### config.mk
export PLATFORM = sky130hd
export DESIGN_NAME = enc_pwm_mixer
export DESIGN_NICKNAME = d
export VERILOG_FILES = /design/src/rtl/enc_pwm_mixer.sv
export SDC_FILE = /design/constraint.sdc
export NUM_CORES = 1
export LEC_CHECK = 0
export ABC_AREA = 1
export CORE_MARGIN = 3
export CORE_UTILIZATION = 55
export CTS_CLUSTER_SIZE = 28
export DETAILED_ROUTE_END_ITERATION = 16
export DONT_BUFFER_PORTS = 1
export PLACE_DENSITY = 0.74
export SYNTH_ARGS = -nofsm -noshare
export SYNTH_HDL_FRONTEND = slang
export SYNTH_SLANG_ARGS = --single-unit
### constraint.sdc
create_clock -name clk -period 6.6 [get_ports clk]
set_input_delay 0.33 -clock clk [delete_from_list [all_inputs] [get_ports clk]]
set_output_delay 0.33 -clock clk [all_outputs]
set_load 0.05 [all_outputs]
### src/rtl/enc_pwm_mixer.sv
// N-channel quadrature encoder to PWM mixer with debug level readback.
// Optional build macro SATURATE_EN: levels clamp at 0 and 2^VAL_W-1 instead of wrapping.
module enc_pwm_mixer #(
    parameter int NUM_CH       = 3,
    parameter int VAL_W        = 8,
    parameter int DEBOUNCE_LEN = 3,
    parameter int STEP         = 1,
    parameter int SEL_W        = 2
) (
    input  logic              clk,
    input  logic              reset,
    input  logic [NUM_CH-1:0] enc_a,
    input  logic [NUM_CH-1:0] enc_b,
    output logic [NUM_CH-1:0] pwm_out,
    input  logic [SEL_W-1:0]  dbg_sel,
    output logic [VAL_W-1:0]  dbg_value
);

    localparam logic [VAL_W-1:0] STEP_V = VAL_W'(STEP);
    localparam logic [VAL_W-1:0] MAX_V  = '1;

    logic [NUM_CH-1:0] step;
    logic [NUM_CH-1:0] step_dn;
    logic [VAL_W-1:0]  level [NUM_CH];
    logic [VAL_W-1:0]  duty  [NUM_CH];
    logic [VAL_W-1:0]  pwm_cnt;

    genvar i;
    generate
        for (i = 0; i < NUM_CH; i++) begin : g_ch
            // bit 0 carries phase A, bit 1 carries phase B
            logic [1:0]              s1;
            logic [1:0]              s2;
            logic [1:0]              deb;
            logic [1:0]              deb_next;
            logic [DEBOUNCE_LEN-1:0] sh_a;
            logic [DEBOUNCE_LEN-1:0] sh_b;

            always_ff @(posedge clk or posedge reset) begin
                if (reset) begin
                    s1   <= '0;
                    s2   <= '0;
                    sh_a <= '0;
                    sh_b <= '0;
                    deb  <= '0;
                end else begin
                    s1   <= {enc_b[i], enc_a[i]};
                    s2   <= s1;
                    sh_a <= (sh_a << 1) | DEBOUNCE_LEN'(s2[0]);
                    sh_b <= (sh_b << 1) | DEBOUNCE_LEN'(s2[1]);
                    deb  <= deb_next;
                end
            end

            // The newest synchronised sample must also agree, so a pulse needs
            // DEBOUNCE_LEN+1 stable cycles before it is accepted.
            always_comb begin
                deb_next = deb;
                if ((&sh_a) && s2[0]) begin
                    deb_next[0] = 1'b1;
                end else if (!(|sh_a) && !s2[0]) begin
                    deb_next[0] = 1'b0;
                end
                if ((&sh_b) && s2[1]) begin
                    deb_next[1] = 1'b1;
                end else if (!(|sh_b) && !s2[1]) begin
                    deb_next[1] = 1'b0;
                end
            end

            assign step[i]    = deb_next[0] & ~deb[0];
            assign step_dn[i] = deb[1];
        end
    endgenerate

    function automatic logic [VAL_W-1:0] next_level(input logic [VAL_W-1:0] cur,
                                                    input logic             dn);
        logic [VAL_W-1:0] res;
`ifdef SATURATE_EN
        if (dn) begin
            res = (cur < STEP_V) ? '0 : cur - STEP_V;
        end else begin
            res = (cur > MAX_V - STEP_V) ? MAX_V : cur + STEP_V;
        end
`else
        res = dn ? cur - STEP_V : cur + STEP_V;
`endif
        return res;
    endfunction

    // Shadow duty is reloaded only at the last count so a running period is never altered.
    always_ff @(posedge clk or posedge reset) begin
        if (reset) begin
            pwm_cnt <= '0;
            pwm_out <= '0;
            for (int c = 0; c < NUM_CH; c++) begin
                level[c] <= '0;
                duty[c]  <= '0;
            end
        end else begin
            pwm_cnt <= pwm_cnt + 1'b1;
            for (int c = 0; c < NUM_CH; c++) begin
                pwm_out[c] <= (pwm_cnt < duty[c]);
                if (pwm_cnt == MAX_V) begin
                    duty[c] <= level[c];
                end
                if (step[c]) begin
                    level[c] <= next_level(level[c], step_dn[c]);
                end
            end
        end
    end

    always_comb begin
        dbg_value = '0;
        for (int c = 0; c < NUM_CH; c++) begin
            if (dbg_sel == SEL_W'(c)) begin
                dbg_value = level[c];
            end
        end
    end

endmodule

==> flow_metrics.env, run 1 <==
export IMPL_worstSetupEndpoint="duty[19]$_DFFE_PP0N_"
export IMPL_fin_crit_sh_pct=30.2
export IMPL_overflow=0
export IMPL_wl_met3_um=334
export IMPL_ys_flop_type="dfrtp_1"
export IMPL_netlist_instances=550
export IMPL_route_detailed_drc=0
export IMPL_grt_pass1_vias=3491
export IMPL_highest_layer="met4"
export IMPL_hold_viol_final=0
export IMPL_reg2reg_slack_ns=4.61
export IMPL_wl_met1_um=4300
export IMPL_dr_pass1_iters=4
export IMPL_total_leakage_power_nw=2.65
export IMPL_rows=33
export IMPL_timing_final_ws_setup_ns=4.61
export IMPL_drive_gt1_share_pct=9.33
export IMPL_max_cap_violations=0
export IMPL_synth_cell_types=27
export IMPL_grt_usage_pct=19.9
export IMPL_final_max_slew_viol_count=0
export IMPL_setup_viol=0
export IMPL_cp_required_ns=6.85
export IMPL_fmax_mhz=502
export IMPL_htreeDepth=3
export IMPL_drt_iter0_drc=159
export IMPL_outcome="complete, no violations"
export IMPL_drtAntennaViolNets=0
export IMPL_synthTopCellsByArea="dfrtp_1 49%, nand2_1 12%, ha_1 10%"
export IMPL_cp_common_cell="nor2_4"
export IMPL_cp_arrival_ns=2.24
export IMPL_grt_pass1_wl_um=15900
export IMPL_synth_edff_count=0
export IMPL_worst_pin_slew_ns=0.630
export IMPL_die_w_um=100
export IMPL_wirelength_um=9190
export IMPL_r2r_end="duty[19]$_DFFE_PP0N_"
export IMPL_grt_max_degree=52
export IMPL_synthesis_area_um2=4890
export IMPL_clockBufferDepth=2
export IMPL_gp_congestion=0.866
export IMPL_power_density_nw_per_um2=350
export IMPL_syn2layout_area_growth_pct=7.54
export IMPL_yosysWarnings=0
export IMPL_fin_skew_ns=0.00750
export IMPL_post_drt_wl_per_cell_um=13.7
export IMPL_dp_slack_ns=4.61
export IMPL_ys_seq_area_share_pct=48.6
export IMPL_rsz0062_at_grt="no"
export IMPL_layout_nets=617
export IMPL_port_buffers=0
export IMPL_fp_dieH_um=100
export IMPL_synth_common_cells="151 x nand2_1, 95 x dfrtp_1, 71 x inv_1, 48 x nand3_1, 40 x ha_1"
export IMPL_cts_resized=0
export IMPL_post_route_min_period_ns=1.99
export IMPL_antenna_found_initial=0
export IMPL_critPathLaunch="pwm_cnt[1]$_DFF_PP0_"
export IMPL_core_um2=8420
export IMPL_end_kind="flop"
export IMPL_ioPinCount=21
export IMPL_hpwl_um=6880
export IMPL_cp_start_kind="flop"
export IMPL_clk_latency_ns=0.37
export IMPL_cts_root_buf="clkbuf_8"
export IMPL_wl_met2_um=4330
export IMPL_async_flop_share_pct=100
export IMPL_synth_most_common_cell="nand2_1"
export IMPL_critical_path_max_fanout=36
export IMPL_clk_pin_slew_ns=0.09
export IMPL_fin_tns_setup_ns=0
export IMPL_layout_cells_non_filler=673
export IMPL_peakVddDrop_v=0.000182
export IMPL_cts_setup_buffers=0
export IMPL_placed_cells=651
export IMPL_via_per_inst=5.37
export IMPL_hold_path_class="reg -> reg"
export IMPL_dr_total_vias=3617
export IMPL_crit_type="reg -> reg"
export IMPL_antenna_cells=0
export IMPL_reg2reg_from="pwm_cnt[1]$_DFF_PP0_"
export IMPL_syn_nets=603
export IMPL_synth_top_area_share_pct=48.6
export IMPL_slew_headroom_pct=58.0
export IMPL_dieArea_um2=10100
export IMPL_fill_cells=726
export IMPL_synth_top_area_cell="dfrtp_1"
export IMPL_ys_ff_latch=95
export IMPL_cts_made_buffers=9
export IMPL_slowest_stage="dfrtp_1"
export IMPL_cp_cell_sequence="ha_1, nand2_2, nor2_4, nand3_2, nor2_4, nand2_4, nand2_1, o21ai_2"
export IMPL_worst_r2r_cell_count=8
export IMPL_crit_path_max_incr_delay_ns=0.43
export IMPL_syn_area_per_cell_um2=8.90
export IMPL_cts_sink_count=95
export IMPL_start_util_pct=58.1
export IMPL_cts_tree="built"
cell type report:
type | count | area (µm²) | area share (%)
sequential | 95 | 2380 | 45.2
multi-input combinational | 378 | 2200 | 41.8
inverter | 72 | 273 | 5.18
tap | 105 | 131 | 2.50
clock buffer | 9 | 124 | 2.35
clock inverter | 6 | 78.8 | 1.50
timing repair buffer | 8 | 77.6 | 1.47
per-stage QoR:
stage | util [%] | hold slack (ns) | total power (W) | instance area, µm²
6_report | 62.5 | 0.356 | 0.00184 | 5260
5_1_grt | 62.5 | 0.364 | 0.00200 | 5260
4_1_cts | 62.5 | 0.359 | 0.00185 | 5260
3_5_place_dp | 59.2 | 0.282 | 0.00146 | 4990
3_3_place_gp | 59.2 | 0.277 | 0.00143 | 4990
2_1_floorplan | - | 0.331 | 0.00131 | 4890
critical path: cells and delay by family, from the launching register on:
family | cells | cell delay [ns]
fa+ha+maj | 1 | 0.23
simple gates | 6 | 1.12
compound gates | 1 | 0.07
flops | 1 | 0.43
cell families after synthesis:
logic type / count (synthesis) / synth area share (%)
AO/OA/AOI/OAI: 60 / 7.13
flip-flops: 95 / 48.6
buffers and inverters: 77 / 6.44
adder cells (fa/ha/maj): 43 / 11.5
AND/OR/NAND/NOR: 263 / 24.2
XOR/XNOR: 12 / 2.15
where the power goes:
part | switching (W) | leakage (nW) | internal (W)
combinational | 0.000424 | 1.35 | 0.000244
sequential | 0.000115 | 1.20 | 0.000669
clock | 0.000211 | 0.104 | 0.000181
total | 0.000749 | 2.65 | 0.00109
layer usage:
| layer | global-route usage, % | vias up |
|---|---|---|
| li1 | - | 1808 |
| met1 | 26.0 | 1735 |
| met3 | 5.21 | 19 |
| met2 | 32.6 | 55 |
| met5 | 0 | - |
| met4 | 6.32 | 0 |
cells in the final DEF, fill, tap and decap left out, types with 5 or more instances in the layout:
cell | netlist | layout
nand4_1 | 7 | 7
nor4_1 | 6 | 6
nand2_1 | 151 | 151
dlygate4sd3_1 | 0 | 7
nand3b_1 | 6 | 6
inv_1 | 71 | 70
ha_1 | 40 | 40
or2_2 | 9 | 9
nor2_1 | 19 | 19
o21ai_2 | 12 | 12
xor2_1 | 7 | 7
xnor2_1 | 5 | 5
nand3_1 | 48 | 48
dfrtp_1 | 95 | 95
o21ai_0 | 21 | 21
nand2_2 | 7 | 7
a21oi_1 | 24 | 24
clkbuf_8 | 0 | 9
state kept, by name, summed over array words and instances, names as in the netlist, 6 cells and up:
| name | count |
|---|---|
| level | 24 |
| g_ch.s1 | 6 |
| g_ch.sh_a | 9 |
| g_ch.s2 | 6 |
| pwm_cnt | 8 |
| g_ch.sh_b | 9 |
| duty | 24 |
| g_ch.deb | 6 |
timing repair:
action | in CTS | in global routing
hold buffers | 7 | 0
endpoints found under the setup margin | 0 | 0
hold endpoints to repair | 50 | 0
how the worst min path moves through the flow:
stage	from	to	slack (ns)	cells past startpoint
2_1_floorplan	g_ch[0].s1[0]$_DFF_PP0_	g_ch[0].s2[0]$_DFF_PP0_	0.33	0
3_3_place_gp	reset	g_ch[0].s1[1]$_DFF_PP0_	0.28	1
3_5_place_dp	reset	g_ch[0].s1[1]$_DFF_PP0_	0.28	1
4_1_cts	g_ch[0].s1[1]$_DFF_PP0_	g_ch[0].s2[1]$_DFF_PP0_	0.36	0
5_1_grt	g_ch[2].s1[1]$_DFF_PP0_	g_ch[2].s2[1]$_DFF_PP0_	0.36	0
6_report	g_ch[0].s1[1]$_DFF_PP0_	g_ch[0].s2[1]$_DFF_PP0_	0.36	0
Note: power is estimated with default switching activity, not from simulation.
==> inputs of run 2 (changes only) <==
clock period = 2.09 ns   (was 6.6 ns; I/O delays follow)
==> flow_metrics.env, run 2 (synthesis gave the netlist of run 1 again) <==
export IMPL_power_frac_seq_pct=42.6
export IMPL_timing_final_ws_setup_ns=0.348
export IMPL_p_switching_w=0.00233
export IMPL_drive_gt1_share_pct=9.81
export IMPL_gp_congestion=0.855
export IMPL_layout_nets=620
export IMPL_via_per_inst=5.27
export IMPL_grt_usage_pct=20.2
export IMPL_cp_common_cell="nor2_4"
export IMPL_fmax_mhz=574
export IMPL_dp_slack_ns=0.355
export IMPL_fp_dieH_um=100
export IMPL_syn2layout_area_growth_pct=8.13
export IMPL_crit_path_max_incr_delay_ns=0.42
export IMPL_antenna_found_initial=0
export IMPL_layout_common_cells="151 x nand2_1, 95 x dfrtp_1, 70 x inv_1"
export IMPL_hpwl_um=6880
export IMPL_cp_arrival_ns=1.98
export IMPL_clk_pin_slew_ns=0.09
export IMPL_comb_power_share_pct=36.8
export IMPL_crit_type="reg -> reg"
export IMPL_hold_path_class="in -> async"
export IMPL_cts_setup_buffers=0
export IMPL_drt_iter0_drc=134
export IMPL_grt_max_degree=44
export IMPL_slowest_stage="dfrtp_1"
export IMPL_overflow=0
export IMPL_hold_viol_final=0
export IMPL_worst_r2r_cell_count=8
export IMPL_antenna_cells=0
export IMPL_route_detailed_drc=0
export IMPL_cp_cell_sequence="ha_1, nand2_2, nor2_4, nand3_2, nor2_4, nand2_4, nand2_1, o21ai_2"
export IMPL_post_route_min_period_ns=1.74
export IMPL_dr_total_vias=3561
export IMPL_cp_required_ns=2.33
export IMPL_top_regs="duty (24), level (24)"
export IMPL_cts_made_buffers=9
export IMPL_ioPinCount=21
export IMPL_wirelength_um=9220
export IMPL_clockPowerShare_pct=20.7
export IMPL_cp_start_kind="flop"
export IMPL_cts_sink_count=95
export IMPL_multi_input_area_um2=2200
export IMPL_port_buffers=0
export IMPL_clockBufferDepth=2
export IMPL_grt_pass1_wl_um=16200
export IMPL_grt_pass1_vias=3427
export IMPL_power_density_nw_per_um2=1090
export IMPL_die_w_um=100
export IMPL_dr_pass1_iters=5
export IMPL_sw_frac_of_total_pct=40.4
export IMPL_max_cap_violations=0
export IMPL_cts_root_buf="clkbuf_8"
export IMPL_internal_power_w=0.00345
export IMPL_fin_tns_setup_ns=0
export IMPL_fin_crit_sh_pct=83.4
export IMPL_final_max_slew_viol_count=0
export IMPL_cts_tree="built"
export IMPL_placed_cells=654
export IMPL_worst_pin_slew_ns=0.685
export IMPL_drtAntennaViolNets=0
export IMPL_fill_cells=711
export IMPL_post_drt_wl_per_cell_um=13.6
export IMPL_critical_path_max_fanout=36
export IMPL_outcome="complete, no violations"
export IMPL_layout_commonest_cell="nand2_1"
export IMPL_rows=33
export IMPL_total_leakage_power_nw=2.65
export IMPL_layout_cells_non_filler=676
export IMPL_peakVddDrop_v=0.000659
export IMPL_fin_skew_ns=0.0110
export IMPL_area_sequential_um2=2380
export IMPL_dieArea_um2=10100
export IMPL_slew_headroom_pct=54.3
export IMPL_start_util_pct=58.1
export IMPL_rsz0062_at_grt="no"
export IMPL_setup_viol=0
export IMPL_htreeDepth=3
export IMPL_core_um2=8420
export IMPL_clk_latency_ns=0.36
export IMPL_end_kind="flop"
run 2: changes by cell type in the layout (fill, tap and decap cells not counted), sizes merged:
cell | before | now
inv | 75 | 72
clkinvlp | 0 | 3
buf | 1 | 4
run 2: worst max-delay path, delay by kind of cell, from the launching register on:
family          cells  cell delay, ns
compound gates      1            0.07
flops               1            0.42
simple gates        6            0.91
fa+ha+maj           1            0.22
run 2: final cells by class:
cell class	count	share of cell area [%]
Tap cell	105	2.48
Inverter	72	5.18
Sequential cell	95	44.9
Timing Repair Buffer	11	2.13
Clock inverter	6	1.35
Multi-Input combinational cell	378	41.6
Clock buffer	9	2.34
run 2: final timing paths:
path                                              start                       to  slack, ns
worst max-delay path               pwm_cnt[1]$_DFF_PP0_     duty[16]$_DFFE_PP0N_       0.35
worst min-delay path                              reset     level[1]$_DFFE_PP0P_       0.27
worst max register to register     pwm_cnt[1]$_DFF_PP0_     duty[16]$_DFFE_PP0N_       0.35
worst min register to register  g_ch[2].s1[1]$_DFF_PP0_  g_ch[2].s2[1]$_DFF_PP0_       0.35
max in group asynchronous                         reset    level[16]$_DFFE_PP0P_       1.22
min in group clk                               enc_a[2]  g_ch[2].s1[0]$_DFF_PP0_       0.29
run 2: through the flow:
stage | utilization (%) | hold slack (ns) | power (W) | area [µm²]
6_report | 62.8 | 0.267 | 0.00578 | 5290
5_1_grt | 62.8 | 0.272 | 0.00625 | 5290
3_3_place_gp | 59.7 | 0.0469 | 0.00450 | 5030
2_1_floorplan | - | 0.136 | 0.00414 | 4900
4_1_cts | 62.8 | 0.265 | 0.00582 | 5290
3_5_place_dp | 59.7 | 0.0480 | 0.00459 | 5030
run 2: what timing repair did:
action                    in CTS  in global routing
hold buffers                   7                  0
gates resized for setup        0                  0
hold endpoints to repair      28                  0
run 2: power groups by stage:
stage | clock (W) | combinational (W) | sequential, W
CTS | 0.00123 | 0.00212 | 0.00246
floorplan | 0 | 0.00176 | 0.00237
global placement | 0 | 0.00202 | 0.00248
global route | 0.00129 | 0.00245 | 0.00251
detailed placement | 0 | 0.00210 | 0.00249
finish | 0.00119 | 0.00213 | 0.00246
run 2: metal layers:
layer  vias to the layer above  wire length [µm]  GRT usage, %
met3                        13               384          4.93
met5                         -                 0             0
met1                      1671              4210          26.7
met2                        62              4490          33.6
li1                       1815                 -             -
met4                         0               138          5.08
==> inputs of run 3 (changes only) <==
clock period = 1.7 ns   (was 2.09 ns; I/O delays follow)
==> flow_metrics.env, run 3 (synthesis gave the netlist of run 1 again) <==
export IMPL_fill_cells=685
export IMPL_end_kind="flop"
export IMPL_power_density_nw_per_um2=1350
export IMPL_slowest_stage="dfrtp_1"
export IMPL_cts_sink_count=95
export IMPL_wirelength_um=9750
export IMPL_whs_ns=0.101
export IMPL_port_buffers=0
export IMPL_dp_slack_ns=0.0307
export IMPL_max_cap_violations=0
export IMPL_htreeDepth=3
export IMPL_critical_path_max_fanout=9
export IMPL_cts_root_buf="clkbuf_8"
export IMPL_clockBufferDepth=2
export IMPL_clk_pin_slew_ns=0.10
export IMPL_layout_commonest_cell="nand2_1"
export IMPL_dr_pass1_iters=4
export IMPL_core_um2=8420
export IMPL_antenna_found_initial=0
export IMPL_final_max_slew_viol_count=0
export IMPL_drtAntennaViolNets=0
export IMPL_hold_path_class="in -> async"
export IMPL_crit_path_max_incr_delay_ns=0.39
export IMPL_grt_max_degree=48
export IMPL_start_util_pct=58.1
export IMPL_fmax_mhz=619
export IMPL_cp_arrival_ns=1.92
export IMPL_top_regs="duty (24), level (24)"
export IMPL_hpwl_um=6930
export IMPL_antenna_cells=0
export IMPL_post_drt_wl_per_cell_um=13.8
export IMPL_cts_made_buffers=9
export IMPL_via_per_inst=5.33
export IMPL_ioPinCount=21
export IMPL_timing_final_ws_setup_ns=0.0839
export IMPL_gp_congestion=0.875
export IMPL_total_leakage_power_nw=2.79
export IMPL_grt_pass1_vias=3538
export IMPL_hold_viol_final=0
export IMPL_syn2layout_area_growth_pct=15.0
export IMPL_setup_viol=0
export IMPL_rsz0062_at_grt="yes"
export IMPL_cp_required_ns=2.01
export IMPL_grt_usage_pct=20.5
export IMPL_clk_latency_ns=0.38
export IMPL_cp_common_cell="nor2_4"
export IMPL_die_w_um=100
export IMPL_grt_pass1_wl_um=16500
export IMPL_cp_start_kind="flop"
export IMPL_layout_nets=648
export IMPL_cts_tree="built"
export IMPL_dieArea_um2=10100
export IMPL_dr_total_vias=3754
export IMPL_multi_input_area_um2=2320
export IMPL_peakVddDrop_v=0.000951
export IMPL_area_sequential_um2=2380
export IMPL_drt_iter0_drc=123
export IMPL_crit_type="reg -> reg"
export IMPL_post_route_min_period_ns=1.62
export IMPL_overflow=0
export IMPL_cp_cell_sequence="ha_2, nand2_2, nor2_4, nand3_4, nor2_4, buf_12, nand2_4, o21ai_2"
export IMPL_slew_headroom_pct=60.1
export IMPL_totalPowerFinal_w=0.00760
export IMPL_fp_dieH_um=100
export IMPL_fin_crit_sh_pct=95.1
export IMPL_outcome="complete, no violations"
export IMPL_rows=33
export IMPL_route_detailed_drc=0
export IMPL_drive_gt1_share_pct=16.9
export IMPL_fin_tns_setup_ns=0
export IMPL_fin_skew_ns=0.0125
export IMPL_layout_common_cells="148 x nand2_1, 93 x dfrtp_1, 66 x inv_1"
export IMPL_worst_pin_slew_ns=0.597
==> run 3: cell count changes in the layout (fill, tap and decap cells not counted), moves of 3 or more <==
cell,before,now
inv_2,1,5
buf_4,3,26
inv_1,70,66
inv_6,1,4
ha_4,0,4
ha_1,40,35
nand2_1,151,148
nand2_2,7,10
==> run 3: power by group <==
group          switching, W  leakage, nW  internal, W  total (W)
Clock              0.000855       0.0958     0.000567    0.00142
Sequential         0.000387         1.20      0.00260    0.00299
Combinational       0.00187         1.50      0.00131    0.00319
==> run 3: routing by layer <==
metal / wire, µm / global-route usage [%]
met5: 0 / 0
met4: 175 / 5.49
met3: 475 / 5.42
met2: 4660 / 32.7
met1: 4440 / 27.9
==> run 3: final cells by class <==
| type | instances | share of cell area, % |
|---|---|---|
| multi-input combinational | 380 | 41.2 |
| clock inverter | 6 | 1.11 |
| inverter | 72 | 4.87 |
| timing repair buffer | 37 | 5.98 |
| sequential | 95 | 42.3 |
| clock buffer | 9 | 2.20 |
| tap | 105 | 2.33 |
==> run 3: critical path, delay by kind of cell, from the launching register on <==
| family | cells | cell delay [ns] |
|---|---|---|
| adders and majority gates | 1 | 0.20 |
| AOI/OAI and AO/OA | 1 | 0.14 |
| DFF | 1 | 0.39 |
| and+or+nand+nor | 5 | 0.67 |
| buffers and inverters | 1 | 0.16 |
==> run 3: metrics by stage <==
| stage | cells | util (%) | instance area (µm²) |
|---|---|---|---|
| final | 704 | 66.8 | 5630 |
| after global routing | 704 | 66.8 | 5630 |
| after CTS | 691 | 64.2 | 5410 |
| after detailed placement | 669 | 61.2 | 5150 |
| after global placement | 669 | 61.2 | 5150 |
| after floorplan | 550 | - | 4900 |
==> run 3: repair_timing <==
action | CTS | global route
buffers inserted | 0 | 11
hold endpoints to repair | 101 | 0
cloned | 0 | 2
pin swaps | 0 | 6
hold buffers | 7 | 0
setup endpoints to repair | 3 | 31
gates resized for setup | 2 | 20
==> run 3: path summary, 6_finish.rpt <==
| kind | start | endpoint | slack [ns] | cells after the start |
|---|---|---|---|---|
| setup / recovery | pwm_cnt[0]$_DFF_PP0_ | duty[9]$_DFFE_PP0N_ | 0.08 | 8 |
| hold / removal | reset | g_ch[1].s1[0]$_DFF_PP0_ | 0.10 | 2 |
| setup reg to reg | pwm_cnt[0]$_DFF_PP0_ | duty[9]$_DFFE_PP0N_ | 0.08 | 8 |
| hold reg to reg | g_ch[0].s1[1]$_DFF_PP0_ | g_ch[0].s2[1]$_DFF_PP0_ | 0.36 | 0 |
| max in group asynchronous | reset | g_ch[1].deb[1]$_DFFE_PP0P_ | 1.10 | 3 |
| min in group clk | enc_a[0] | g_ch[0].s1[0]$_DFF_PP0_ | 0.26 | 1 |
